===== config.mk =====
export PLATFORM = sky130hd
export DESIGN_NAME = reduction_int_seq_ctrl_flat
export DESIGN_NICKNAME = d
export VERILOG_FILES = /design/src/rtl/reduction_int_seq_ctrl_if.sv /design/src/rtl/reduction_int_seq_ctrl.sv /design/src/flat_wrapper.sv
export SDC_FILE = /design/constraint.sdc
export NUM_CORES = 1
export LEC_CHECK = 0
export BUFFER_PORTS_ARGS = -buffer_cell sky130_fd_sc_hd__clkbuf_2
export CAP_MARGIN = 20
export CELL_PAD_IN_SITES_DETAIL_PLACEMENT = 2
export CELL_PAD_IN_SITES_GLOBAL_PLACEMENT = 2
export CORE_AREA = 2 2 458 460
export CTS_BUF_LIST = sky130_fd_sc_hd__clkbuf_8 sky130_fd_sc_hd__clkbuf_16
export DETAILED_ROUTE_END_ITERATION = 7
export DIE_AREA = 0 0 460 462
export GPL_ROUTABILITY_DRIVEN = 0
export PLACE_DENSITY = 0.46
export SYNTH_ARGS = -nofsm -noshare
export SYNTH_HDL_FRONTEND = slang
export SYNTH_SLANG_ARGS = --single-unit

===== constraint.sdc =====
create_clock -name clk -period 4.65 [get_ports clk]
set_input_delay 0.93 -clock clk [delete_from_list [all_inputs] [get_ports clk]]
set_output_delay 0.93 -clock clk [all_outputs]
set_load 0.02 [all_outputs]

===== src/rtl/reduction_int_seq_ctrl_if.sv =====
// Stream-in / result-out bundle for the adder-tree sequencer.
// The slave side is the sequencer; the master side is the environment feeding it.
interface reduction_int_seq_ctrl_if #(
  parameter int unsigned PHIT = 512,
  parameter int unsigned DW   = 64
) ();
  logic [PHIT-1:0] s_tdata;
  logic            s_tvalid;
  logic            s_tready;
  logic [DW-1:0]   m_data;
  logic            m_valid;
  logic            m_ready;

  modport slave (
    input  s_tdata, s_tvalid, m_ready,
    output s_tready, m_data, m_valid
  );

  modport master (
    output s_tdata, s_tvalid, m_ready,
    input  s_tready, m_data, m_valid
  );
endinterface


===== src/rtl/reduction_int_seq_ctrl.sv =====
// Feeds a cfg_len-phit message into an external registered adder tree and
// accumulates the tree outputs into one scalar returned on a valid/ready port.
module reduction_int_seq_ctrl #(
  parameter int unsigned phit_size     = 512,
  parameter int unsigned dwidth_double = 64,
  parameter int unsigned LANES         = 8,
  parameter int unsigned TREE_LAT      = 3,
  parameter int unsigned LEN_W         = 16
) (
  input  logic                     clk,
  input  logic                     rst,
  input  logic                     start,
  input  logic [LEN_W-1:0]         cfg_len,
  output logic                     busy,
  reduction_int_seq_ctrl_if.slave  bus,
  output logic [phit_size-1:0]     tree_inp,
  input  logic [dwidth_double-1:0] tree_out
);

  localparam logic [1:0] S_IDLE   = 2'd0;
  localparam logic [1:0] S_FEED   = 2'd1;
  localparam logic [1:0] S_DRAIN  = 2'd2;
  localparam logic [1:0] S_RESULT = 2'd3;

  logic [1:0]                     state_q, state_d;
  logic [LEN_W-1:0]               count_q, count_d;
  logic [LEN_W-1:0]               len_q, len_d;
  logic [dwidth_double-1:0]       acc_q, acc_d;
  logic [TREE_LAT-1:0]            vpipe_q, vpipe_d;
  logic [TREE_LAT-1:0]            vpipe_shl;
  logic [LANES*dwidth_double-1:0] feed;
  logic                           hs;
  logic                           last_beat;
  logic                           drain_done;

  assign bus.s_tready = (state_q == S_FEED);
  assign bus.m_valid  = (state_q == S_RESULT);
  assign bus.m_data   = bus.m_valid ? acc_q : '0;
  assign busy         = (state_q != S_IDLE);

  assign hs        = bus.s_tvalid & bus.s_tready;
  assign last_beat = (count_q == len_q - 1'b1);

  // Idle cycles push zeros so a bubble in the tree adds nothing to acc.
  assign feed     = hs ? bus.s_tdata : '0;
  assign tree_inp = feed;

  // The top bit is the beat the tree presents this cycle; once every bit
  // below it is clear, the accumulation happening now is the last one.
  assign vpipe_shl  = vpipe_q << 1;
  assign vpipe_d    = vpipe_shl | TREE_LAT'(hs);
  assign drain_done = (vpipe_shl == '0);

  always_comb begin
    // NOTE: every next-state signal gets a default here so no branch can
    // leave one unassigned and infer a latch.
    state_d = state_q;
    count_d = count_q;
    len_d   = len_q;
    acc_d   = vpipe_q[TREE_LAT-1] ? acc_q + tree_out : acc_q;
    case (state_q)
      S_IDLE: begin
        if (start) begin
          len_d   = cfg_len;
          count_d = '0;
          acc_d   = '0;
          state_d = (cfg_len == '0) ? S_RESULT : S_FEED;
        end
      end
      S_FEED: begin
        if (hs) begin
          count_d = count_q + 1'b1;
          if (last_beat) state_d = S_DRAIN;
        end
      end
      S_DRAIN: begin
        if (drain_done) state_d = S_RESULT;
      end
      S_RESULT: begin
        if (bus.m_ready) state_d = S_IDLE;
      end
      default: state_d = S_IDLE;
    endcase
  end

  // NOTE: state registers use non-blocking assignments so every flop samples
  // the pre-edge value of its neighbours regardless of statement order.
  always_ff @(posedge clk or posedge rst) begin
    if (rst) begin
      state_q <= S_IDLE;
      count_q <= '0;
      len_q   <= '0;
      acc_q   <= '0;
      vpipe_q <= '0;
    end else begin
      state_q <= state_d;
      count_q <= count_d;
      len_q   <= len_d;
      acc_q   <= acc_d;
      vpipe_q <= vpipe_d;
    end
  end

endmodule


===== src/flat_wrapper.sv =====
// flat-port wrapper written by rule: the top's interface ports become plain ports
module reduction_int_seq_ctrl_flat 
#(
  parameter int unsigned phit_size     = 512,
  parameter int unsigned dwidth_double = 64,
  parameter int unsigned LANES         = 8,
  parameter int unsigned TREE_LAT      = 3,
  parameter int unsigned LEN_W         = 16
)
  (clk, rst, start, cfg_len, busy, tree_inp, tree_out, bus_s_tdata, bus_s_tvalid, bus_m_ready, bus_s_tready, bus_m_data, bus_m_valid);
  reduction_int_seq_ctrl_if #(.PHIT((512)), .DW((64))) bus_i ();
  input  logic clk;
  input  logic rst;
  input  logic start;
  input  logic [LEN_W-1:0] cfg_len;
  output logic busy;
  output logic [phit_size-1:0] tree_inp;
  input  logic [dwidth_double-1:0] tree_out;
  input wire logic [$bits(bus_i.s_tdata)-1:0] bus_s_tdata;
  input wire logic [$bits(bus_i.s_tvalid)-1:0] bus_s_tvalid;
  input wire logic [$bits(bus_i.m_ready)-1:0] bus_m_ready;
  output wire logic [$bits(bus_i.s_tready)-1:0] bus_s_tready;
  output wire logic [$bits(bus_i.m_data)-1:0] bus_m_data;
  output wire logic [$bits(bus_i.m_valid)-1:0] bus_m_valid;
  assign bus_i.s_tdata = bus_s_tdata;
  assign bus_i.s_tvalid = bus_s_tvalid;
  assign bus_i.m_ready = bus_m_ready;
  assign bus_s_tready = bus_i.s_tready;
  assign bus_m_data = bus_i.m_data;
  assign bus_m_valid = bus_i.m_valid;
  reduction_int_seq_ctrl #(.phit_size(phit_size), .dwidth_double(dwidth_double), .LANES(LANES), .TREE_LAT(TREE_LAT), .LEN_W(LEN_W)) u_core (.clk(clk), .rst(rst), .start(start), .cfg_len(cfg_len), .busy(busy), .bus(bus_i), .tree_inp(tree_inp), .tree_out(tree_out));
endmodule

# --- Word level (Yosys, flattened, before mapping) ---
# Cells that the tools add are included.
classes:
  n_bitwise: 2
  magnitude_cmp: 0
  muxes: 15
  n_eq_ne: 9
  n_reduce_logical: 8
  mul: 0
  div: 0
  shift: 0
  n_addsub: 3
ops:
  columns: ["operator", "n"]
  rows:
  - ["$mux 512", 1]
  - ["$mux 64", 4]
  - ["$add 64x64->64", 1]
  - ["$mux 16", 2]
  - ["$pmux 16 s2", 1]
  - ["$add 16x1->16 const B", 1]
  - ["$eq 16x16->1", 1]
  - ["$logic_not 16->1", 1]
  - ["$sub 16x1->16 const B", 1]
  - ["$mux 2", 6]
  - ["$ne 2x2->1 const B", 4]
  - ["$pmux 2 s4", 1]
  - ["$reduce_and 5->1", 1]
  - ["$eq 2x2->1 const B", 2]
  - ["$reduce_bool 2->1", 2]
  - ["$logic_not 3->1", 1]
  - ["$or 3x1->3", 1]
  - ["$reduce_and 3->1", 1]
  - ["$eq 2x1->1 const B", 1]
  - ["$logic_not 2->1", 1]
  - ["$ne 2x1->1 const B", 1]
  - ["$reduce_and 2->1", 1]
  - ["$and 1x1->1", 1]
word_totals:
  latch_bits: 0
  elab_cells: 42
  rom_bits: 0
  in_bits: 597
  mem_count: 0
  ff_bits: 101
  output_inout_bits: 579
  mem_bits_rw: 0

# --- Logic depth before layout (Yosys ltp) ---
depth:
  ltp_word: 5
  depth_mapped: 12
  ltp_nobuf: 12

# --- Least setup slack after synthesis ---
# No wires, ideal clock.
synth_timing:
  path_kind: "input port to flip-flop"
  start: "input tree_out[0]"
  end: "register u_core.acc_q[58]"
  stages: 12
  required_time_ns: 4.524
  path_slack_ns: 1.026
  setup_time_ns: 0.126
  n_path_buf: 0
  arrival_time_ns: 3.498
  cell_sequence: "ha_1 > fa_1 > a21oi_1 > o211ai_1 > a32oi_1 > a21oi_1 > o311ai_2 > a31oi_1 > a221oi_2 > nor2_1 > mux2i_1 > a311o_1"
synth_via:
  elab_chain_cells: 4
synth_rtl:
  columns: ["item", "line", "source"]
  rows:
  - ["start: declaration", "flat_wrapper.sv:18", "input logic [dwidth_double-1:0] tree_out;"]
  - ["$add 64x64->64 (*)", "reduction_int_seq_ctrl.sv:60", "acc_d = vpipe_q[TREE_LAT-1] ? acc_q + tree_out : acc_q;"]
  - ["$mux 64 (*)", "reduction_int_seq_ctrl.sv:60", null]
  - ["$mux 64", "reduction_int_seq_ctrl.sv:63", "if (start) begin"]
  - ["$mux 64 (*)", "reduction_int_seq_ctrl.sv:61", "case (state_q)"]
  - ["via u_core.acc_d[58]", "reduction_int_seq_ctrl.sv:28", "logic [dwidth_double-1:0] acc_q, acc_d;"]
  - ["end signal: assignment", "reduction_int_seq_ctrl.sv:93", "acc_q <= '0;"]
  - ["end signal: assignment", "reduction_int_seq_ctrl.sv:99", "acc_q <= acc_d;"]
  - ["end: declaration", "reduction_int_seq_ctrl.sv:28", null]
# Mark *: on every way through the listed nets, which the timed path passes. The rest lies on a longest branch.
# A chain may end at the register's enable or synchronous reset.

# --- Final worst setup path ---
layout_timing:
  start: "register u_core.state_q[1]"
  end: "output tree_inp[117]"
layout_via:
  elab_chain_cells: 3
layout_rtl:
  columns: ["item", "line", "source"]
  rows:
  - ["start: declaration", "reduction_int_seq_ctrl.sv:25", "logic [1:0] state_q, state_d;"]
  - ["start signal: assignment", "reduction_int_seq_ctrl.sv:96", "state_q <= state_d;"]
  - ["$eq 2x1->1", "reduction_int_seq_ctrl.sv:36", "assign bus.s_tready = (state_q == S_FEED);"]
  - ["$and 1x1->1", "reduction_int_seq_ctrl.sv:41", "assign hs = bus.s_tvalid & bus.s_tready;"]
  - ["$mux 512", "reduction_int_seq_ctrl.sv:45", "assign feed = hs ? bus.s_tdata : '0;"]
  - ["end: declaration", "flat_wrapper.sv:17", "output logic [phit_size-1:0] tree_inp;"]
# No other way between the ends.

==> results by group <==
Status
  • Status: finished, final reports clean

Power and ir drop
  • Static Leak: 12.7 nW
  • Sw power: 0.00698 W
  • Cell-internal power: 0.00408 W
  • Register share of total power: 0.143
  • Pwr/cell area: 499 nW/um^2
  • Combinational power share: 0.778
  • Clock Power Share: 0.079
  • Sw frac: 0.631
  • Peak supply drop: ~0.23 mV
  • Pwr Total: 0.0111 W

Layout
  • Multi-input logic area: between 9000 and 10,000 um^2
  • Fin util: 0.106
  • Share of cells above drive strength 1: 0.451
  • Cell area after layout: 22,100 um^2
  • Synth-to-layout area growth: 72.8%
  • Sequential Area: 2530 um^2
  • Finished Layout Cells: 5,555
  • Nets: 3,453
  • # fillers: 24,948

Synthesis
  • Synth async-reset ratio: 1.00
  • Top-count cell post-synth: and3_1
  • Adder-Cell Fraction of Synth Area: 0.0689
  • Largest cells by area after synthesis: and3_1 (25%), dfrtp_1 (20%), ha_1 (6.7%)
  • YS warnings: 0
  • Post-synthesis simple-gate area fraction: 0.417
  • Leading area contributor after synthesis: and3_1
  • Post-Synth XOR/XNOR Area: 0.0594
  • Cells after Synth: between 1,500 and 2,000
  • EDFF count, synth: 0
  • Synth top area share: 0.254
  • Syn Std Cell Area: roughly 13,000 um^2
  • Largest family of logic cells by synthesized area: simple AND/OR/NAND/NOR gates
  • Complex-gate fraction of the synthesized area: 0.152
  • Post-synth cell types: 86
  • Ys flop type: dfrtp_1
  • Commonest cells in the netlist: and3_1 (520), clkbuf_1 (160), nand2_1 (111)
  • Mux share of post-synthesis cell area: 0.0344
  • #FFs+latches synth: 101
  • Syn_nets: 2,416
  • Syn Area/Cell: 7.33 um^2
  • Sequential area share after synthesis: 0.197

Timing
  • Slew HR: 0.384
  • Post-Route Setup TNS: 0 ns
  • Least-Margin Pin Slew: between 0.9 and 1 ns
  • Period utilization: 0.893
  • Max Fclk: 0.241 GHz
  • Layout Skew: between 0.02 and 0.025 ns
  • Final setup vio count: 0
  • Final Hold Fails: 0
  • Final Slew Violations: 0
  • Unrepaired setup endpoints after global routing: false
  • Post-layout minimum cycle time: 4.15 ns

Hold path
  • Hold Path End: u_core.vpipe_q[1]$_DFF_PP0_
  • Worst Hold Class: register to register
  • Min-delay src: u_core.vpipe_q[0]$_DFF_PP0_
  • WHS Path Cells: 0

Clocking
  • TritonCTS clock tree: built
  • Clock sinks: ~100
  • Max clock buf depth: 2
  • Post-CTS setup buffers: 0
  • Root Driver: clkbuf_16
  • CTS resizes: 0
  • CTS H-tree lvls: 3
  • Clock-pin slew on the worst setup and hold paths: about 0.090 ns
  • Num CTS Buffers: 9
  • Cts-stage hold buffer count: 0
  • Clk Latency, worst-skew pair: roughly 0.44 ns

Floorplanning
  • Die Ht: 462 um
  • # IOs: 1,176
  • Core Region: 208,000 um^2
  • # rows: 168
  • Die X: 460 um
  • Die area: around 210,000 um^2
  • Initial core utilization: 0.0616

Setup path
  • Startpoint Class: register
  • R2r setup slk: 1.07 ns
  • CP Class: register to output pin
  • CP max FO: 73
  • Worst EP arrival: 3.22 ns
  • Critical Path Sink Type: output pin
  • RR Startpoint: u_core.acc_q[0]$_DFF_PP0_
  • Reg2reg path depth: 14
  • Worst R2R End: u_core.acc_q[58]$_DFF_PP0_
  • WP data required: approximately 3.7 ns

Placed design
  • Cells after DPL: 5,494
  • Hpwl dp: 230 mm
  • Port Buffer Count: 1,175
  • Post-placement cell area: 21,700 um^2

Route
  • Iter 0 DRT Violations: ~1,100
  • DRT Wirelength: 246 mm
  • DR vias/cell: 3.56
  • Vias: 19,791
  • Residual DRC: 0
  • First-pass DRT Iterations: 4
  • Mean routed wirelength per cell: 44.2 um
  • Routed Antenna Nets: 0

Global route
  • Total congestion overflow: 0
  • Initial antenna violation count: a little over 300
  • Largest net degree at the start of global routing: between 90 and 100
  • Vias in the first global route: slightly below 20,000
  • First-pass GRT wire length: 289 mm
  • Total GRT Usage: 0.223

Job
  • Total of max-cap violations: 0
## how the worst max path moves through the flow
stage,start,end,slack (ns),cells past startpoint
2_1_floorplan,tree_out[0],u_core.acc_q[58]$_DFF_PP0_,1.03,12
3_3_place_gp,tree_out[0],u_core.acc_q[58]$_DFF_PP0_,0.33,15
3_5_place_dp,tree_out[0],u_core.acc_q[58]$_DFF_PP0_,0.42,15
4_1_cts,u_core.state_q[1]$_DFFE_PP0P_,tree_inp[115],0.48,6
5_1_grt,u_core.state_q[1]$_DFFE_PP0P_,tree_inp[115],0.35,6
6_report,u_core.state_q[1]$_DFFE_PP0P_,tree_inp[117],0.50,6
## routing by layer
metal,part of all wire,GRT usage
met4,0.037,0.0608
met5,0.0056,0
met3,0.11,0.115
met1,0.29,0.185
met2,0.56,0.450
## cells in the final DEF (no fill, tap or decap), drive strengths merged, types with 4 or more instances in the layout
cell | netlist | routed
o31ai | 7 | 7
inv | 29 | 34
nor3b | 5 | 5
ha | 69 | 69
nor2b | 6 | 6
and2 | 69 | 69
clkbuf | 163 | 1183
o22ai | 6 | 6
or3 | 4 | 4
and3 | 523 | 523
mux2i | 44 | 44
nand4b | 7 | 7
a31oi | 12 | 12
nor4 | 12 | 12
o211ai | 5 | 5
nand2b | 10 | 10
nand2 | 112 | 112
nor2 | 99 | 99
nand4 | 29 | 29
o21bai | 11 | 11
a21oi | 81 | 81
diode | 0 | 44
xnor2 | 47 | 47
o21a | 7 | 7
dfrtp | 101 | 101
nand3 | 31 | 31
nor3 | 21 | 21
a21o | 57 | 57
o21ai | 57 | 57
xor2 | 40 | 40
buf | 21 | 40
a211oi | 12 | 12
## kinds of logic after synthesis
family	count (synthesis)
AO/OA/AOI/OAI	291
XOR/XNOR	87
adder cells (fa/ha/maj)	70
buffers and inverters	218
flip-flops	101
multiplexers	44
AND/OR/NAND/NOR	938
## worst max-delay path, cell delays in order (launching register included)
cell and delay, ns:
dfrtp_1 0.44, inv_1 0.16, ha_4 0.66, buf_4 0.44
buf_4 0.44, and3_1 0.37, clkbuf_2 0.24
## per-stage QoR
| step | hold slack [ns] | setup WS, ns |
|---|---|---|
| final | 0.381 | 0.499 |
| after global placement | 0.362 | 0.334 |
| after detailed placement | 0.361 | 0.416 |
| after CTS | 0.383 | 0.475 |
| after global routing | 0.393 | 0.351 |
| after floorplan | 0.349 | 1.03 |
## state kept, by name (all words and copies together), names as in the netlist
name and count:
u_core.acc_q 64, u_core.len_q 16, u_core.vpipe_q 3, u_core.count_q 16, u_core.state_q 2
## cell type report
| class | instances | area share |
|---|---|---|
| multi-input cells | 1430 | 0.425 |
| flip-flops and latches | 101 | 0.114 |
| inverters | 30 | 0.00520 |
| diodes | 44 | 0.00497 |
| clock inverters | 7 | 0.00260 |
| repair buffers | 1214 | 0.284 |
| clock buffers | 9 | 0.0102 |
| well taps | 2720 | 0.154 |
## power by group through the flow
stage | registers [W] | clock network, W | logic (W)
after floorplan | 0.00137 | 0 | 0.00478
after global placement | 0.00159 | 0 | 0.00878
after detailed placement | 0.00161 | 0 | 0.00886
after CTS | 0.00159 | 0.000918 | 0.00888
after global routing | 0.00163 | 0.000932 | 0.00923
final | 0.00158 | 0.000871 | 0.00861
(Power assumes the default switching activity.)
